[config.mk]
export PLATFORM = sky130hd
export DESIGN_NAME = serial_sub_ctrl
export DESIGN_NICKNAME = d
export VERILOG_FILES = /design/src/rtl/sub_pkg.sv /design/src/rtl/fullsub_cell.sv /design/src/rtl/serial_sub_ctrl.sv
export SDC_FILE = /design/constraint.sdc
export NUM_CORES = 1
export LEC_CHECK = 0
export CAP_MARGIN = 10
export CORE_MARGIN = 5
export CORE_UTILIZATION = 45
export DETAILED_ROUTE_END_ITERATION = 16
export PLACE_DENSITY = 0.71
export SETUP_SLACK_MARGIN = 0.05
export SLEW_MARGIN = 20
export SYNTH_ARGS = -nofsm -noshare
export SYNTH_HDL_FRONTEND = slang
export SYNTH_SLANG_ARGS = --single-unit
[constraint.sdc]
create_clock -name clk -period 1.8 [get_ports clk]
set_input_delay 0.54 -clock clk [delete_from_list [all_inputs] [get_ports clk]]
set_output_delay 0.54 -clock clk [all_outputs]
set_load 0.02 [all_outputs]
[src/rtl/sub_pkg.sv]
// Shared definitions for the bit-serial subtractor: FSM state encoding and default width.
package sub_pkg;

    typedef enum logic [1:0] {
        IDLE  = 2'd0,
        SHIFT = 2'd1,
        DONE  = 2'd2
    } state_e;

    localparam int SUB_WIDTH_DEF = 8;

endpackage

[src/rtl/fullsub_cell.sv]
// One-bit full subtractor: computes a - b - bin, giving a difference bit and a borrow-out.
module fullsub_cell (
    input  logic a,
    input  logic b,
    input  logic bin,
    output logic d,
    output logic bo
);

    assign d  = a ^ b ^ bin;
    assign bo = (~a & b) | (~a & bin) | (b & bin);

endmodule

[src/rtl/serial_sub_ctrl.sv]
// Bit-serial unsigned subtractor: one full-subtractor cell stepped LSB first over WIDTH cycles,
// with operand/result shift registers, a borrow register and a one-cycle done pulse.
module serial_sub_ctrl
    import sub_pkg::*;
#(
    parameter int WIDTH = SUB_WIDTH_DEF
) (
    input  logic             clk,
    input  logic             rst,
    input  logic             start,
    input  logic [WIDTH-1:0] a,
    input  logic [WIDTH-1:0] b,
    output logic             busy,
    output logic             done,
    output logic [WIDTH-1:0] difference,
    output logic             bout
);

    localparam int            CW   = $clog2(WIDTH + 1);
    localparam logic [CW-1:0] LAST = CW'(WIDTH - 1);

    state_e           state_q, state_d;
    logic [WIDTH-1:0] a_sr_q, a_sr_d;
    logic [WIDTH-1:0] b_sr_q, b_sr_d;
    logic [WIDTH-1:0] res_sr_q, res_sr_d;
    logic [WIDTH-1:0] diff_q, diff_d;
    logic             borrow_q, borrow_d;
    logic             bout_q, bout_d;
    logic [CW-1:0]    cnt_q, cnt_d;

    logic             cell_d;
    logic             cell_bo;
    logic [WIDTH-1:0] res_shift;

    fullsub_cell u_cell (
        .a   (a_sr_q[0]),
        .b   (b_sr_q[0]),
        .bin (borrow_q),
        .d   (cell_d),
        .bo  (cell_bo)
    );

    // The new difference bit enters at the MSB; a 1-bit result has nothing to shift along.
    generate
        if (WIDTH == 1) begin : g_res_w1
            assign res_shift = cell_d;
        end else begin : g_res_wn
            assign res_shift = {cell_d, res_sr_q[WIDTH-1:1]};
        end
    endgenerate

    always_comb begin
        state_d  = state_q;
        a_sr_d   = a_sr_q;
        b_sr_d   = b_sr_q;
        res_sr_d = res_sr_q;
        diff_d   = diff_q;
        borrow_d = borrow_q;
        bout_d   = bout_q;
        cnt_d    = cnt_q;

        case (state_q)
            IDLE, DONE: begin
                if (start) begin
                    a_sr_d   = a;
                    b_sr_d   = b;
                    borrow_d = 1'b0;
                    cnt_d    = '0;
                    state_d  = SHIFT;
                end else if (state_q == DONE) begin
                    state_d = IDLE;
                end
            end
            SHIFT: begin
                borrow_d = cell_bo;
                a_sr_d   = a_sr_q >> 1;
                b_sr_d   = b_sr_q >> 1;
                res_sr_d = res_shift;
                cnt_d    = cnt_q + 1'b1;
                // Published outputs move only here, so partial results never show.
                if (cnt_q == LAST) begin
                    state_d = DONE;
                    diff_d  = res_shift;
                    bout_d  = cell_bo;
                end
            end
            default: state_d = IDLE;
        endcase
    end

    always_ff @(posedge clk) begin
        if (rst) begin
            state_q  <= IDLE;
            a_sr_q   <= '0;
            b_sr_q   <= '0;
            res_sr_q <= '0;
            diff_q   <= '0;
            borrow_q <= 1'b0;
            bout_q   <= 1'b0;
            cnt_q    <= '0;
        end else begin
            state_q  <= state_d;
            a_sr_q   <= a_sr_d;
            b_sr_q   <= b_sr_d;
            res_sr_q <= res_sr_d;
            diff_q   <= diff_d;
            borrow_q <= borrow_d;
            bout_q   <= bout_d;
            cnt_q    <= cnt_d;
        end
    end

    assign busy       = (state_q == SHIFT);
    assign done       = (state_q == DONE);
    assign difference = diff_q;
    assign bout       = bout_q;

endmodule

Yosys cells after proc, flatten, opt, wreduce, memory -nomap -nowiden. Cells that the tools add are included.

Register bits: 40. Input bits: 19. Output and inout bits: 11. Logic and storage cells: 41.

Add/subtract/negate cells: 1. Eq/ne operators: 6. Muxes and demuxes: 12. Bitwise operators: 8. Reduce and logical (&&, ||, !) cells: 6.

Operators with widths (count): case mux 8 bit (2 select lines) (2); two-way mux 8 bit (2); case mux 4 bit (2 select lines) (1); two-way mux 2 bit (3); AND reduction 2 bit (3); adder 4 x 1 -> 4 bit (second input constant) (1); == test 4 x 3 -> 1 bit (second input constant) (1); two-way mux 4 bit (1); case mux 2 bit (2 select lines) (1); bitwise AND 1 bit (3); inequality test 3 bit (second input constant) (1); == test 2 x 1 -> 1 bit (second input constant) (1); == test 2 bit (second input constant) (1); logical NOT 2 bit (1); inequality test 2 x 1 -> 1 bit (second input constant) (1); inequality test 2 bit (second input constant) (1); OR 1 bit (2); case mux 1 bit (2 select lines) (1); nonzero test 2 bit (1); OR reduction 2 bit (1); XOR 1 bit (2); two-way mux 1 bit (1); inverter 1 bit (1).

Depth between registers and ports, before layout. Gate-level depths: netlist (run 1).

Depth in word-level cells: 5. Depth in mapped cells: 7. Depth with buffers taken out: 4.

Modules after synthesis. A second synthesis (run 1) with hierarchy kept.

Cell total of the unflattened synthesis: 179. Area, all modules: 1652.8 µm².

Modules (own cells, without submodules): serial_sub_ctrl (instances 1, cells an instance 176, area an instance 1625.3 µm²); fullsub_cell (instances 1, cells an instance 3, area an instance 27.5 µm²).

Worst setup path after synthesis (run 1). Ideal clock, no wire load.

Kind: register -> output. From: register state_q[1]. To: output busy. Data arrival time: 0.854 ns. Data required time: 1.260 ns. Slack: 0.406 ns. Stages on the path, launching flop included: 6. Buffers on the path: 3. Path through: dfxtp_1 nand2b_1 buf_6 inv_4 buf_6 buf_6.

Longest elaborated chain between the ends: 1.

Ends and longest elaborated chain: start: declaration (RTL line serial_sub_ctrl.sv:22) `state_e state_q, state_d;`; start signal: assignment (RTL line serial_sub_ctrl.sv:102) `state_q <= state_d;`; == test 2 x 1 -> 1 bit (RTL line serial_sub_ctrl.sv:113) `assign busy = (state_q == SHIFT);`; end: declaration (RTL line serial_sub_ctrl.sv:13) `output logic busy,`.

No other way between the ends.

Worst setup path after layout (run 1).
From: register state_q[0]. To: output done.

Longest elaborated chain between the ends: 1.

Ends and longest elaborated chain: == test 2 bit (RTL line serial_sub_ctrl.sv:114) `assign done = (state_q == DONE);`; end: declaration (RTL line serial_sub_ctrl.sv:14) `output logic done,`.

No other way between the ends.

==> flow_metrics.py, run 1 <==
metrics = {
    "critical_path": {
        "cp.arrival_ns": 1.12,
        "critPathLaunchType": "flop",
        "cp_num_buf_inv": 1,
        "end_kind": "output pin",
        "cp_top_family": "flip-flops",
        "path_max_fanout": 4,
        "worstPathRequired_ns": 1.26,
        "crit_path_cell_trace": "nor2b_1 > clkdlybuf4s15_1",
        "worstSetupPathType": "flop to output pin",
        "critPathMaxStageDelay_ns": 0.36,
        "slowest_stage": "dfxtp_2",
    },
    "power": {
        "fin_total_pwr_w": 0.00158,
        "p_int_w": 0.00118,
        "switchingPower_w": 0.000403,
        "p_per_area_nw_per_um2": 801,
        "clkPwrFrac_pct": 28.4,
        "p_comb_share_pct": 13.5,
        "vdd_ir_drop_max_mv": 0.395,
        "p_sw_share_pct": 25.5,
        "seqPwrFrac_pct": 58.1,
        "p_leak_nw": 0.725,
    },
    "routing": {
        "vias": 1365,
        "drt_iter0_markers": 124,
        "postRouteAntennaNets": 0,
        "post_drt_wl_per_cell_um": 13.4,
        "drc_errors": 0,
        "wl_um": 3400,
        "drtPass1Iterations": 4,
        "routed_via_density": 5.40,
    },
    "sta": {
        "clock.fmax_ghz": 0.601,
        "final_hold_viol_count": 0,
        "worst_slew_pin_slew_ns": 0.390,
        "finalCritPeriodShare_pct": 92.4,
        "report.final.slew_viol_count": 0,
        "setup_viol": 0,
        "setup_ws_ns": 0.136,
        "skew_ns": 0.00427,
        "slew_headroom_pct": 74.0,
        "final.min_clock_period_ns": 1.66,
        "timing.hold.ws_ns": 0.471,
        "rsz0062_at_grt": "false",
    },
    "placement": {
        "gp_congestion": 0.754,
        "post-place-cells": 246,
        "post-place-ws_ns": -0.0587,
        "numPortBuffers": 29,
        "dp_hpwl_um": 2350,
    },
    "die": {
        "initial_core_util_pct": 47.1,
        "dieArea_um2": 4840,
        "die_w_um": 69.6,
        "fp.coreArea_um2": 3390,
        "pin_count": 30,
        "row_count": 21,
        "die_h_um": 69.6,
    },
    "final_layout": {
        "final_core_util_pct": 58.1,
        "antenna_cells": 0,
        "drive_gt1_share_pct": 12.1,
        "area_delta_synth_final_pct": 23.4,
        "finalNetCount": 228,
        "fill_cells": 328,
        "instances_no_fill": 253,
    },
    "synthesis": {
        "yosysUniqueCellTypes": 26,
        "ys_warn_count": 0,
        "synthesis.nets": 200,
        "synth_seq_cells": 39,
        "synth_area_um2": 1600,
        "syn_avg_cell_area_um2": 8.92,
        "seq_area_frac_synth_pct": 48.9,
        "synth_cells": 179,
    },
    "clocking": {
        "clock_sinks": 39,
        "cts-hold-fix-buffers": 0,
        "clockBufferDepth": 2,
        "clk_latency_ns": 0.34,
        "tritoncts": "built",
        "cts-root-buf": "clkbuf_4",
        "htreeDepth": 2,
        "clk_pin_slew_worst_paths_ns": 0.11,
        "cts_buffers": 5,
        "post-cts-setup-buffer-count": 0,
    },
    "run": {
        "maxCapViolCount": 0,
    },
    "global_route": {
        "antenna_found_initial": 0,
        "grt_max_degree": 39,
        "grt_pass1_vias": 1299,
        "grt_pass1_wl_um": 5680,
        "grt.overflow.total": 0,
        "grtUsageTotal_pct": 14.4,
    },
    "min_path": {
        "timing.hold.worst.class": "flop to flop",
    },
    "outcome": {
        "outcome": "finished clean",
    },
}
-- layout make-up --
cell class | count | area, um2 | share of cell area, %
clock inverter | 1 | 5.00 | 0.254
inverter | 2 | 10.0 | 0.508
clock buffer | 6 | 51.3 | 2.60
sequential | 39 | 782 | 39.7
multi-input combinational | 121 | 704 | 35.7
tap | 46 | 57.6 | 2.92
timing repair buffer | 38 | 360 | 18.3
-- worst register-to-register path: stages (launching register included) --
cell      delay [ns]
dfxtp_1         0.39
ha_1            0.24
and3b_1         0.37
a21oi_1         0.13
a311oi_2        0.26
-- flip-flops by register name (all words and copies together) (netlist names) --
signal	flops
a_sr_q	8
b_sr_q	8
difference	8
res_sr_q	7
cnt_q	4
state_q	2
borrow_q	1
bout	1
-- per-stage QoR --
stage          TNS [ns]  cell area, um2
6_report              0            1970
5_1_grt               0            1970
4_1_cts               0            1960
3_5_place_dp     -0.446            1920
3_3_place_gp   -0.00111            1920
2_1_floorplan         0            1600
-- power groups by stage --
stage | logic [W] | registers, W | clock network [W]
after CTS | 0.000212 | 0.000916 | 0.000458
after global routing | 0.000235 | 0.000922 | 0.000494
after detailed placement | 0.000212 | 0.000936 | 0
after global placement | 0.000205 | 0.000934 | 0
final | 0.000213 | 0.000917 | 0.000448
after floorplan | 0.000146 | 0.000930 | 0
-- worst paths after layout --
kind                                                   end  slack [ns]  cells after the start                startpoint
worst max register to register  difference[7]$_SDFFE_PP0P_        0.33                      4     cnt_q[0]$_SDFFE_PP0P_
worst min register to register    res_sr_q[1]$_SDFFE_PP0P_        0.47                      2  res_sr_q[1]$_SDFFE_PP0P_
worst max-delay path                                  done        0.14                      2   state_q[0]$_SDFFE_PP0P_
worst min-delay path              res_sr_q[1]$_SDFFE_PP0P_        0.47                      2  res_sr_q[1]$_SDFFE_PP0P_
-- layer usage --
layer	track usage, %	vias up	wire length, um
met1	16.2	629	1490
met4	5.86	0	68
met2	25.1	37	1670
met3	4.49	8	175
met5	0	-	0
li1	-	691	-
-- cell families (layout without fill, tap and decap cells) --
| group | Yosys count | count (layout) | synth area share, % |
|---|---|---|---|
| flip-flops | 39 | 39 | 48.9 |
| adder cells (fa/ha/maj) | 2 | 2 | 2.04 |
| buffers and inverters | 19 | 47 | 7.44 |
| multiplexers | 2 | 2 | 1.65 |
| AO/OA/AOI/OAI | 61 | 61 | 22.9 |
| AND/OR/NAND/NOR | 56 | 56 | 17.1 |
-- cell usage after synthesis --
library cell | instances | area, um2
dfxtp_1 | 39 | 781
a21oi_1 | 36 | 180
nand3_1 | 27 | 135
nand2_1 | 16 | 60.1
a22oi_1 | 14 | 105
buf_2 | 9 | 45.0
o21ai_0 | 8 | 40.0
buf_6 | 4 | 45.0
clkbuf_1 | 3 | 11.3
nand2b_1 | 3 | 18.8
nor2_1 | 3 | 11.3
a211oi_2 | 2 | 25.0
nor2b_1 | 2 | 12.5
a311oi_2 | 1 | 15.0
and3b_1 | 1 | 8.76
buf_4 | 1 | 7.51
fa_1 | 1 | 20.0
ha_1 | 1 | 12.5
inv_1 | 1 | 3.75
inv_4 | 1 | 6.26
mux2_2 | 1 | 11.3
mux2_4 | 1 | 15.0
nand3b_1 | 1 | 7.51
nand4_1 | 1 | 6.26
nor3_1 | 1 | 5.00
nor3b_1 | 1 | 7.51
-- placed cells by master (no fill, tap or decap), types with 2 or more instances in the layout --
cell type	instances
nand2b_1	2
nand3_1	27
a22oi_1	14
clkbuf_4	5
a21oi_1	36
dfxtp_1	38
clkdlybuf4s50_1	18
o21ai_0	8
nor2_1	3
nor2b_1	2
nand2_1	16
a211oi_2	2
buf_4	8
dlygate4sd2_1	9
-- what timing repair did --
action / 4_1_cts / 5_1_grt
pin swaps: 0 / 0
resized for setup: 13 / 3
endpoints found under the setup margin: 11 / 2
No activity file was read; power rests on OpenSTA's default activity.
==> run 2, diff against run 1 <==
--- a/config.mk
+++ b/config.mk
@@ -9,7 +9,7 @@
 export CORE_MARGIN = 5
 export CORE_UTILIZATION = 45
 export DETAILED_ROUTE_END_ITERATION = 16
-export PLACE_DENSITY = 0.71
+export PLACE_DENSITY_LB_ADDON = 0.1
 export SETUP_SLACK_MARGIN = 0.05
 export SLEW_MARGIN = 20
 export SYNTH_ARGS = -nofsm -noshare
==> flow_metrics.py, run 2 (synthesis results as in run 1) <==
metrics = {
    "outcome": {
        "outcome": "finished clean",
    },
    "die": {
        "fp.coreArea_um2": 3390,
        "die_h_um": 69.6,
        "dieArea_um2": 4840,
        "pin_count": 30,
        "initial_core_util_pct": 47.1,
        "row_count": 21,
        "die_w_um": 69.6,
    },
    "power": {
        "p_leak_nw": 0.718,
        "switchingPower_w": 0.000405,
        "p_per_area_nw_per_um2": 834,
        "vdd_ir_drop_max_mv": 0.506,
        "seqPwrFrac_pct": 56.6,
        "p_sw_share_pct": 25.0,
        "p_comb_share_pct": 12.5,
        "p_int_w": 0.00121,
        "clkPwrFrac_pct": 31.0,
    },
    "critical_path": {
        "r2r_cells": 4,
        "slowest_stage": "dfxtp_2",
        "r2r-end": "cnt_q[2]$_SDFFE_PP0P_",
        "cp-startpoint": "state_q[0]$_SDFFE_PP0P_",
        "cp_num_buf_inv": 1,
        "crit_path_cell_trace": "nor2b_1 > dlygate4sd2_1",
        "end_kind": "output pin",
        "path_max_fanout": 4,
        "r2r-start": "state_q[1]$_SDFFE_PP0P_",
        "worstSetupPathType": "flop to output pin",
        "critPathLaunchType": "flop",
        "reg2reg_slack_ns": 0.33,
        "cp.arrival_ns": 1.13,
        "worstPathRequired_ns": 1.26,
        "cp_top_family": "flip-flops",
        "critPathMaxStageDelay_ns": 0.35,
    },
    "sta": {
        "clock.fmax_ghz": 0.598,
        "final.min_clock_period_ns": 1.67,
        "slew_headroom_pct": 74.1,
        "report.final.slew_viol_count": 0,
        "worst_slew_pin_slew_ns": 0.387,
        "final_hold_viol_count": 0,
        "finalCritPeriodShare_pct": 92.9,
        "rsz0062_at_grt": "false",
        "skew_ns": 0.00214,
        "setup_viol": 0,
        "final.setup.tns_ns": 0,
    },
    "run": {
        "maxCapViolCount": 0,
    },
    "global_route": {
        "grtUsageTotal_pct": 13.6,
        "grt_max_degree": 39,
        "use_met1_pct": 17.4,
        "gr-usage-met2_pct": 21.1,
        "antenna_found_initial": 0,
        "top_usage_layer": "met2",
        "grt.overflow.total": 0,
        "grt_pass1_vias": 1219,
        "grt_pass1_wl_um": 5420,
        "grtUsageMet3_pct": 4.93,
    },
    "placement": {
        "gp_congestion": 0.783,
        "dp_hpwl_um": 2180,
        "numPortBuffers": 29,
    },
    "min_path": {
        "min_to": "res_sr_q[1]$_SDFFE_PP0P_",
        "whs_path_depth": 2,
        "timing.hold.worst.class": "flop to flop",
        "hold_start": "res_sr_q[1]$_SDFFE_PP0P_",
    },
    "clocking": {
        "htreeDepth": 2,
        "tritoncts": "built",
        "post-cts-setup-buffer-count": 0,
        "cts_buffers": 5,
        "clockBufferDepth": 2,
        "clock_sinks": 39,
        "clk_pin_slew_worst_paths_ns": 0.11,
        "clk_latency_ns": 0.34,
        "cts-root-buf": "clkbuf_4",
        "cts-hold-fix-buffers": 0,
    },
    "routing": {
        "routed_via_density": 5.45,
        "drt_iter0_markers": 72,
        "post_drt_wl_per_cell_um": 13.1,
        "wl_um": 3300,
        "postRouteAntennaNets": 0,
        "vias": 1374,
        "drtPass1Iterations": 4,
        "drc_errors": 0,
    },
    "final_layout": {
        "drive_gt1_share_pct": 11.2,
        "mostFrequentLayoutCells": "dfxtp_1, a21oi_1, nand3_1",
        "antenna_cells": 0,
        "fill_cells": 326,
        "final_core_util_pct": 57.3,
        "finalNetCount": 226,
        "final_common_cell": "dfxtp_1",
        "area_delta_synth_final_pct": 21.7,
    },
}
[run 2: power by group through the flow]
stage	combinational (W)	clock, W	sequential, W
CTS	0.000202	0.000523	0.000916
global route	0.000221	0.000556	0.000921
detailed placement	0.000203	0	0.000935
global placement	0.000199	0	0.000934
finish	0.000202	0.000502	0.000916
floorplan	0.000146	0	0.000930
[run 2: repair_timing]
action,CTS,global route
resized for setup,13,3
hold endpoints to repair,0,0
endpoints found under the setup margin,11,1
[run 2: cell type report]
type                            count  area [um2]  share of cell area, %
Clock buffer                        8        68.8                   3.54
Inverter                            2        10.0                  0.515
Multi-Input combinational cell    121         699                   36.0
Sequential cell                    39         782                   40.2
Tap cell                           46        57.6                   2.96
Timing Repair Buffer               36         325                   16.7
[run 2: worst register-to-register path: stages (launching register included)]
cell and delay [ns]:
dfxtp_1 0.33, nand2b_2 0.14, buf_4 0.35, mux2_4 0.34, a211oi_2 0.23
[run 2: worst max-delay path by stage]
stage	end	slack, ns	depth (start not counted)
2_1_floorplan	busy	0.41	5
3_3_place_gp	a_sr_q[6]$_SDFFE_PP0P_	0.04	5
5_1_grt	done	0.07	2
4_1_cts	busy	0.07	3
3_5_place_dp	a_sr_q[4]$_SDFFE_PP0P_	0.008	5
6_report	done	0.13	2
[run 2: stage by stage]
step                      hold slack, ns  instance area [um2]  setup slack, ns  std cells  total power (W)
after floorplan                    0.437                 1600            0.406        179          0.00108
after global placement             0.444                 1890           0.0438        244          0.00113
after detailed placement           0.459                 1890          0.00811        244          0.00114
after CTS                          0.474                 1950           0.0702        252          0.00164
after global routing               0.497                 1940           0.0703        252          0.00170
final                              0.469                 1940            0.128        252          0.00162
[run 2: layer usage]
layer / vias up / wire (um)
li1: 690 / -
met3: 12 / 162
met4: 0 / 51
met5: - / 0
met1: 632 / 1630
met2: 40 / 1450
==> run 3, diff against run 2 <==
==> constraint.sdc (replaced) <==
create_clock -name clk -period 1.7 [get_ports clk]
set_input_delay 0.51 -clock clk [delete_from_list [all_inputs] [get_ports clk]]
set_output_delay 0.51 -clock clk [all_outputs]
set_load 0.02 [all_outputs]
==> flow_metrics.py, run 3 (synthesis results as in run 1) <==
metrics = {
    "sta": {
        "clock.fmax_ghz": 0.642,
        "skew_ns": 0.00465,
        "timing.hold.ws_ns": 0.472,
        "worst_slew_pin_slew_ns": 0.409,
        "final_hold_viol_count": 0,
        "setup_viol": 0,
        "finalCritPeriodShare_pct": 91.7,
        "final.min_clock_period_ns": 1.56,
        "report.final.slew_viol_count": 0,
        "slew_headroom_pct": 72.6,
        "rsz0062_at_grt": "false",
    },
    "clocking": {
        "post-cts-setup-buffer-count": 0,
        "clk_latency_ns": 0.33,
        "cts_buffers": 5,
        "htreeDepth": 2,
        "clk_pin_slew_worst_paths_ns": 0.10,
        "tritoncts": "built",
        "clock_sinks": 39,
        "cts-hold-fix-buffers": 0,
        "clockBufferDepth": 2,
        "cts-root-buf": "clkbuf_4",
    },
    "power": {
        "vdd_ir_drop_max_mv": 0.487,
        "p_per_area_nw_per_um2": 835,
        "p_sw_share_pct": 25.1,
        "seqPwrFrac_pct": 61.0,
        "p_comb_share_pct": 13.3,
        "clkPwrFrac_pct": 25.7,
        "p_int_w": 0.00119,
        "switchingPower_w": 0.000399,
        "p_leak_nw": 0.694,
    },
    "critical_path": {
        "cp-startpoint": "state_q[1]$_SDFFE_PP0P_",
        "worstPathRequired_ns": 1.19,
        "reg2reg_slack_ns": 0.19,
        "critPathLaunchType": "flop",
        "cp_num_buf_inv": 2,
        "cp.arrival_ns": 1.05,
        "slowest_stage": "dfxtp_1",
        "crit_path_end": "busy",
        "r2r_cells": 4,
        "end_kind": "output pin",
        "worstSetupPathType": "flop to output pin",
        "path_max_fanout": 2,
        "r2r-start": "cnt_q[0]$_SDFFE_PP0P_",
        "cp_top_family": "flip-flops",
        "crit_path_cell_trace": "nand2b_1 > inv_4 > buf_2",
        "r2r-end": "difference[7]$_SDFFE_PP0P_",
        "critPathMaxStageDelay_ns": 0.31,
        "cp.depth": 3,
    },
    "final_layout": {
        "finalNetCount": 225,
        "antenna_cells": 0,
        "final_common_cell": "dfxtp_1",
        "area_delta_synth_final_pct": 19.1,
        "drive_gt1_share_pct": 9.85,
        "instances_no_fill": 249,
        "mostFrequentLayoutCells": "dfxtp_1, a21oi_1, nand3_1",
    },
    "placement": {
        "gp_congestion": 0.737,
        "dp_hpwl_um": 2100,
        "post-place-cells": 243,
        "numPortBuffers": 29,
    },
    "min_path": {
        "timing.hold.worst.class": "flop to flop",
        "whs_path_depth": 2,
    },
    "routing": {
        "vias": 1347,
        "postRouteAntennaNets": 0,
        "drt_iter0_markers": 113,
        "post_drt_wl_per_cell_um": 12.9,
        "drc_errors": 0,
        "wl_um": 3220,
        "routed_via_density": 5.41,
        "drtPass1Iterations": 4,
    },
    "die": {
        "die_h_um": 69.6,
        "row_count": 21,
        "dieArea_um2": 4840,
        "initial_core_util_pct": 47.1,
        "die_w_um": 69.6,
        "pin_count": 30,
        "fp.coreArea_um2": 3390,
    },
    "global_route": {
        "grtUsageTotal_pct": 14.2,
        "grt_pass1_vias": 1263,
        "grt_pass1_wl_um": 5630,
        "antenna_found_initial": 0,
        "grt_max_degree": 39,
        "grt.overflow.total": 0,
    },
    "run": {
        "maxCapViolCount": 0,
    },
    "outcome": {
        "outcome": "finished clean",
    },
}
## run 3: metal layers
| metal | track usage [%] | vias up | part of all wire, % |
|---|---|---|---|
| li1 | - | 684 | - |
| met3 | 5.51 | 5 | 5.0 |
| met5 | 0 | - | 0 |
| met4 | 5.21 | 0 | 1.5 |
| met2 | 20.8 | 35 | 44 |
| met1 | 19.0 | 623 | 50 |
## run 3: worst min-delay path by stage
stage	from	slack, ns	end
after CTS	b_sr_q[4]$_SDFFE_PP0P_	0.48	b_sr_q[4]$_SDFFE_PP0P_
after floorplan	res_sr_q[1]$_SDFFE_PP0P_	0.44	res_sr_q[1]$_SDFFE_PP0P_
after global placement	res_sr_q[1]$_SDFFE_PP0P_	0.44	res_sr_q[1]$_SDFFE_PP0P_
after global routing	res_sr_q[1]$_SDFFE_PP0P_	0.50	res_sr_q[1]$_SDFFE_PP0P_
final	b_sr_q[4]$_SDFFE_PP0P_	0.47	b_sr_q[4]$_SDFFE_PP0P_
after detailed placement	b_sr_q[4]$_SDFFE_PP0P_	0.46	b_sr_q[4]$_SDFFE_PP0P_
## run 3: worst reg2reg max path, cell delays in order, from the launching register on
cell	delay [ns]
dfxtp_1	0.38
ha_1	0.23
and3b_1	0.43
a21oi_1	0.15
a311oi_2	0.24
## run 3: stage by stage
stage,setup TNS [ns],area (um2),util [%],power (W),setup WS [ns]
6_report,0,1900,56.1,0.00159,0.142
5_1_grt,0,1900,56.1,0.00169,0.0599
4_1_cts,0,1910,56.2,0.00161,0.0633
3_5_place_dp,-0.533,1880,55.5,0.00120,-0.0526
3_3_place_gp,-0.247,1880,55.5,0.00120,-0.0255
2_1_floorplan,0,1600,-,0.00114,0.336
## run 3: area by class of cell
| type | instances | area (um2) |
|---|---|---|
| Clock buffer | 6 | 41.3 |
| Fill cell | 339 | 1490 |
| Inverter | 2 | 10.0 |
| Multi-Input combinational cell | 121 | 697 |
| Sequential cell | 39 | 782 |
| Tap cell | 46 | 57.6 |
| Timing Repair Buffer | 35 | 314 |
## run 3: what timing repair did
item,CTS,global route
pin swaps,0,0
cloned,0,0
resized for setup,15,2
endpoints found under the setup margin,11,2
## run 3: power groups by stage
stage	logic, W	registers [W]	clock network [W]
2_1_floorplan	0.000154	0.000985	0
3_3_place_gp	0.000211	0.000989	0
6_report	0.000212	0.000969	0.000408
3_5_place_dp	0.000214	0.000990	0
4_1_cts	0.000212	0.000969	0.000432
5_1_grt	0.000235	0.000974	0.000476
